==> config.mk <==
export PLATFORM = sky130hd
export DESIGN_NAME = bcd_to_dec_decoder
export DESIGN_NICKNAME = d
export VERILOG_FILES = /design/src/rtl/bcd_to_dec_decoder.sv
export SDC_FILE = /design/constraint.sdc
export NUM_CORES = 1
export LEC_CHECK = 0
export BUFFER_PORTS_ARGS = -buffer_cell sky130_fd_sc_hd__buf_2
export CAP_MARGIN = 20
export CORE_AREA = 2 2 39 41
export DETAILED_ROUTE_END_ITERATION = 12
export DIE_AREA = 0 0 41 43
export GPL_ROUTABILITY_DRIVEN = 0
export HOLD_SLACK_MARGIN = 0.05
export PLACE_DENSITY = 0.53
export SYNTH_ARGS = -nofsm -noshare
export SYNTH_HDL_FRONTEND = slang
export SYNTH_SLANG_ARGS = --single-unit
==> constraint.sdc <==
create_clock -name clk -period 0.8 [get_ports clk]
set_input_delay 0.12 -clock clk [delete_from_list [all_inputs] [get_ports clk]]
set_output_delay 0.12 -clock clk [all_outputs]
set_load 0.005 [all_outputs]
==> src/rtl/bcd_to_dec_decoder.sv <==
// Registered BCD digit to one-hot decimal line decoder, with separate zero and non-BCD flags.
// Latency 1 cycle, no backpressure: a new code is sampled on every rising edge.
module bcd_to_dec_decoder #(
    parameter bit OUT_ACTIVE_LOW = 1'b0
) (
    input  logic clk,
    input  logic rst,
    input  logic w,
    input  logic x,
    input  logic y,
    input  logic z,
    output logic a,
    output logic b,
    output logic c,
    output logic d,
    output logic e,
    output logic f,
    output logic g,
    output logic h,
    output logic i,
    output logic zero,
    output logic invalid
);

    localparam logic [8:0] DIGIT_IDLE = {9{OUT_ACTIVE_LOW}};

    logic [3:0] code;
    logic [8:0] onehot;
    logic [8:0] digit_d, digit_q;
    logic       zero_d, zero_q;
    logic       invalid_d, invalid_q;

    assign code = {w, x, y, z};

    always_comb begin
        onehot    = 9'd0;
        zero_d    = 1'b0;
        invalid_d = 1'b0;
        case (code)
            4'd0:    zero_d     = 1'b1;
            4'd1:    onehot[0]  = 1'b1;
            4'd2:    onehot[1]  = 1'b1;
            4'd3:    onehot[2]  = 1'b1;
            4'd4:    onehot[3]  = 1'b1;
            4'd5:    onehot[4]  = 1'b1;
            4'd6:    onehot[5]  = 1'b1;
            4'd7:    onehot[6]  = 1'b1;
            4'd8:    onehot[7]  = 1'b1;
            4'd9:    onehot[8]  = 1'b1;
            default: invalid_d  = 1'b1;
        endcase
        // Polarity is folded in before the flop so the pins come straight off registers.
        digit_d = onehot ^ DIGIT_IDLE;
    end

    always_ff @(posedge clk) begin
        if (rst) begin
            digit_q   <= DIGIT_IDLE;
            zero_q    <= 1'b0;
            invalid_q <= 1'b0;
        end else begin
            digit_q   <= digit_d;
            zero_q    <= zero_d;
            invalid_q <= invalid_d;
        end
    end

    assign {i, h, g, f, e, d, c, b, a} = digit_q;
    assign zero    = zero_q;
    assign invalid = invalid_q;

endmodule

# Word-level counts from Yosys, hierarchy flattened
# Index checks and enable logic that the tools add are counted.
[totals] inputBits=6 mem_count=0 latchBits=0 rom_bits=0 output_inout_bits=11 regBits=11 elab_cells=25 mem_bits_rw=0
[classes] n_mux=11 n_div=0 multipliers=0 shift=0 bitwise_logic=0 add_sub_neg=0 n_lt_le_gt_ge=0 eq_ne=9 reduce_logical=2
[op_table] cell="$eq 4x3->1 const B" count=4
[op_table] cell="$mux 1" count=11
[op_table] cell="$reduce_or 10->1" count=1
[op_table] cell="$eq 4x2->1 const B" count=2
[op_table] cell="$eq 4x4->1 const B" count=2
[op_table] cell="$eq 4x1->1 const B" count=1
[op_table] cell="$logic_not 4->1" count=1

# Depth between registers and ports, before layout
# Gate-level depths: netlist of the first run.
[logic_depth] depth_word=3 depth_mapped=2

# Worst setup path before layout of the first run
# Ideal clock, no wire load.
[synth_timing] kind="input -> register" startpoint="input port w" endpoint="register zero_q, in the netlist zero" stages=2 required_ns=0.722 t_arrival_ns=0.608 slack_ns=0.114 setup_time_ns=0.078 path_cell_list="or3_4 > nor3_1"
[synth_via] elab_chain_cells=2
[synth_lines] item="start, declared" line_no="8" source="input logic w,"
[synth_lines] item="$logic_not 4->1" line_no="39" source="case (code)"
[synth_lines] item="$mux 1" line_no="39"
[synth_lines] item="end signal, assigned" line_no="63" source="zero_q <= zero_d;"
[synth_lines] item="end, declared" line_no="30" source="logic zero_d, zero_q;"
# Every way passes these cells.
# A chain may end at the register's enable or synchronous reset.

# Worst setup path after layout of the first run
[layout_timing] startpoint="register digit_q[0]" endpoint="output port a"
[layout_lines] item="start, declared" line_no="29" source="logic [8:0] digit_d, digit_q;"
[layout_lines] item="start signal, assigned" line_no="62" source="digit_q <= digit_d;"
[layout_lines] item="end, declared" line_no="12" source="output logic a,"
# No word-level cell between the ends.

==> flow_summary.ini, run 1 <==
[floorplan]
ios = 17
core_area_um2 = 1380
die_width_um = 41
row_count = 14
dieArea_um2 = 1760
die_h_um = 43
start_util = 0.235

[critical_path]
cp_num_buf_inv = 1
cpPeakStageDelay_ps = 300
required_ps = 680
arrival_ps = 670
crit_fanout = 1
endpoint_kind = output pin
start_kind = register
critPathKind = register to output pin
crit_path_cell_trace = buf_2
crit_slowest_cell = dfxtp_1
cp_top_family = flip-flops

[power_and_ir_drop]
p_leak_uw = 0.000222
power_uw = 983
powerDensity_nw_per_um2 = 2110
ir_drop_mv = 0.754

[status]
status = finished clean

[clocking]
cts_buffer_depth = 2
cts_tree = done
htree_levels = 1
cts-root-buf = clkbuf_4
clk_pin_slew_worst_paths_ps = 60
numCtsBuffers = 3
cts_num_sinks = 11

[global_route]
grt_pass1_wl_um = 883
overflow = 0
grt_max_degree = 8
grtUsageTotal = 0.0827
grt_pass1_vias = 229
antenna_found_initial = 0

[timing]
setup_ws_ps = 13.4
fin_tns_setup_ps = 0
holdWs_ps = 93.8
hold_viol_final = 0
fmax_ghz = 1.27
slew-limit-headroom = 0.905
period_needed_ps = 787
min_period_over_period = 0.983
setup_viol_count_final = 0
worst_slew_pin_slew_ps = 141
drv_slew = 0
rsz0062_at_grt = true

[synthesis]
yosysWarnings = 0
synthMuxAreaShare = 0
ys_ff_latch = 11
synthesis.area_um2 = 325
synthCells = 29
synth_fa_ha_area_frac = 0
yosysSeqAreaShare = 0.677
avgSynthCellArea_um2 = 11.2
synth-simple-area-share = 0.323
ys_types = 10
synthXorXnorAreaFrac = 0
synth_compound_area_frac = 0
synth_top_family_by_area = simple AND/OR/NAND/NOR gates
synth_fp_nets = 35

[layout]
antenna_cells = 0
area_growth_pct = 43.5
fin_nets = 57
fin_util = 0.337
drive_above_1_share = 0.460

[route]
routedWlPerCell_um = 7.98
vias = 253
antenna_left = 0
drt_iter0_drc = 2
drt-vias-per-instance = 3.83
firstDrtPassIters = 2
routed_wl_um = 527
drc = 0

[placed_design]
io_buffers = 16
pre_cts_ws_ps = -65.7
hpwl_um = 421

[hold_path]
worstHoldPathType = primary input to register

[run]
drv_cap = 0
registers in the layout, indices dropped and copies added, names as in the netlist:
| name | cells |
|---|---|
| invalid | 1 |
| zero | 1 |
| digit_q | 9 |
metrics by stage:
step           cells  instance area, um2
2_1_floorplan     29                 325
3_3_place_gp      61                 425
3_5_place_dp      61                 425
4_1_cts           66                 462
5_1_grt           66                 467
6_report          66                 467
metal layers:
metal  vias up  share of wire  wire length (um)  track usage
met1       101           0.42               220       0.0850
met3         0           0.15                77       0.0681
met5         -              0                 0            0
met4         0              0                 0       0.0800
li1        138              -                 -            -
met2        14           0.43               229       0.0969
cells by family (layout without fill, tap and decap cells):
family	after synthesis	in the layout
flip-flops	11	11
AND/OR/NAND/NOR	18	18
buffers and inverters	0	21
placed cells by master, fill, tap and decap left out:
cell type,instances
buf_2,16
dfxtp_1,11
nor2_1,8
clkbuf_4,3
nand2b_1,2
nor3_1,2
or3b_4,1
nand2_1,1
nor3_2,1
or3_4,1
nor3b_2,1
or3b_1,1
clkbuf_1,1
dlygate4sd3_1,1
layout make-up:
type                            count  area, um2
Fill cell                         148        917
Sequential cell                    11        220
Multi-Input combinational cell     18        110
Timing Repair Buffer               17       90.1
Clock buffer                        4       26.3
Tap cell                           16       20.0
report_power, final:
part	leakage, uW	total [uW]	internal [uW]	switching (uW)
clock	0.0000150	354	192	162
combinational	0.000118	69.0	34.9	34.0
sequential	0.0000892	560	558	1.83
worst paths after layout:
path	startpoint	to	slack [ps]	depth (start not counted)
hold / removal	z	digit_q[3]	90	2
setup / recovery	digit_q[0]	a	10	1
cell usage after synthesis (all sizes together):
cell | instances | area, um2
dfxtp | 11 | 220
nand2 | 1 | 3.75
nand2b | 2 | 12.5
nor2 | 8 | 30.0
nor3 | 3 | 20.0
nor3b | 1 | 7.51
or3 | 1 | 11.3
or3b | 2 | 20.0
what timing repair did:
item / CTS / global route
endpoints found under the setup margin: 6 / 12
setup buffers: 0 / 0
hold buffers: 1 / 0
hold endpoints to repair: 1 / 0
resized for setup: 0 / 1
(Power assumes the default switching activity.)
==> run 2: changes to the inputs <==
- ABC_AREA: not set -> 1
- SETUP_SLACK_MARGIN: not set -> 0.2
==> run 2 against run 1 <==
First-iteration DRC count shrank 100%; count of clock-buffer cells in the layout fell by 1; clock power up 1%; worst hold slack better by 22 ps; critical path type unchanged.
==> flow_summary.ini, run 2 <==
[synthesis]
synth_area_leaders = dfxtp_1 65%, nor2_1 12%, nand2_1 7.8%
synth_edf_count = 0
async_reset_ff_frac = 0
ys_ff_latch = 11
synth_top_area_frac = 0.654
synth_common_cells = 11 x dfxtp_1, 11 x nor2_1, 7 x nand2_1
ys_types = 8
synthCells = 39
avgSynthCellArea_um2 = 8.63
yosysSeqAreaShare = 0.654
synth_fp_nets = 45
ys.flop_type = dfxtp_1
yosysWarnings = 0
synth_area_leader_cell = dfxtp_1
synthesis.area_um2 = 337

[layout]
antenna_cells = 0
drive_above_1_share = 0.373
fin_nets = 66
area_growth_pct = 37.9
n_fill_cell = 162
largest_register_ffs = 9
mostFrequentLayoutCell = buf_2
mostFrequentLayoutCells = 16 x buf_2, 11 x nor2_1, 11 x dfxtp_1
top_register = digit_q

[timing]
hold_viol_final = 0
min_period_over_period = 0.997
drv_slew = 0
fin_tns_setup_ps = 0
holdWs_ps = 116
rsz0062_at_grt = true
fmax_ghz = 1.25
setup_viol_count_final = 0
slew-limit-headroom = 0.904
worst_slew_pin_slew_ps = 144
period_needed_ps = 798

[global_route]
grt_max_degree = 8
antenna_found_initial = 0
overflow = 0
grtUsageTotal = 0.0828
grt_pass1_wl_um = 848
grt_pass1_vias = 239

[floorplan]
die_h_um = 43
start_util = 0.243
die_width_um = 41
core_area_um2 = 1380
dieArea_um2 = 1760
row_count = 14
ios = 17

[critical_path]
start_kind = register
cpPeakStageDelay_ps = 300
critPathKind = register to output pin
endpoint_kind = output pin
cp_num_buf_inv = 1
crit_fanout = 1
cp_top_family = flip-flops
arrival_ps = 680
crit_path_cell_trace = buf_2
crit_slowest_cell = dfxtp_1
required_ps = 680

[clocking]
post_cts_resized = 0
cts-root-buf = clkbuf_4
numCtsBuffers = 3
cts_num_sinks = 11
htree_levels = 1
cts_hold_buf = 0
cts_tree = done
clk_pin_slew_worst_paths_ps = 70
cts_buffer_depth = 2
postCtsSetupBuffers = 0

[route]
drt_iter0_drc = 0
vias = 289
drt-vias-per-instance = 3.85
routedWlPerCell_um = 7.87
routed_wl_um = 590
antenna_left = 0
drc = 0
firstDrtPassIters = 1

[run]
drv_cap = 0

[power_and_ir_drop]
p_leak_uw = 0.000252
powerDensity_nw_per_um2 = 2130
ir_drop_mv = 0.572

[placed_design]
io_buffers = 16
hpwl_um = 454

[hold_path]
worstHoldPathType = primary input to register

[status]
status = finished clean
-- run 2: changes by cell type in the layout (fill, tap and decap cells not counted), moves of 2 or more --
cell	previous run	this run
nand2b_1	2	0
nor2_1	8	11
nor3_1	2	0
inv_1	0	6
nand2_1	1	7
-- run 2: final cells by class --
cell class / count / area, um2 / area share
inverters: 6 / 22.5 / 0.0485
multi-input cells: 22 / 93.8 / 0.202
clock buffers: 3 / 22.5 / 0.0485
repair buffers: 16 / 80.1 / 0.173
well taps: 16 / 20.0 / 0.0431
flip-flops and latches: 11 / 220 / 0.474
clock inverters: 1 / 5.00 / 0.0108
-- run 2: power breakdown --
part           switching (uW)  internal (uW)
combinational            41.4           27.2
clock                     175            185
sequential               2.05            558
total                     218            770
-- run 2: cell families (layout without fill, tap and decap cells) --
group	after synthesis	count (layout)	share of synthesized area
AOI/OAI and AO/OA	1	1	0.0149
buffers and inverters	6	26	0.0669
DFF	11	11	0.654
and+or+nand+nor	21	21	0.264
-- run 2: routing by layer --
metal	up-vias	track usage	routed length, um
li1	155	-	-
met1	120	0.0885	263
met2	12	0.0969	247
met3	2	0.0157	59
met4	0	0.140	19
met5	-	0	0
-- run 2: worst min-delay path, stage by stage --
cell	delay (ps)
buf_2	120
nand2_1	60
a21oi_1	30
-- run 2: stage by stage --
| step | total power [uW] | cells | setup slack, ps | instance area (um2) | util |
|---|---|---|---|---|---|
| after global placement | 642 | 71 | 161 | 437 | 0.316 |
| after global routing | 1050 | 75 | -44.2 | 464 | 0.335 |
| after detailed placement | 642 | 71 | 149 | 437 | 0.316 |
| after floorplan | 606 | 39 | 332 | 337 | - |
| final | 988 | 75 | 2.21 | 464 | 0.335 |
| after CTS | 1010 | 75 | -13.3 | 464 | 0.335 |
-- run 2: worst paths after layout --
check	end	slack, ps	from	cells after the start
worst min-delay path	invalid	120	w	3
worst max-delay path	c	2	digit_q[2]	1
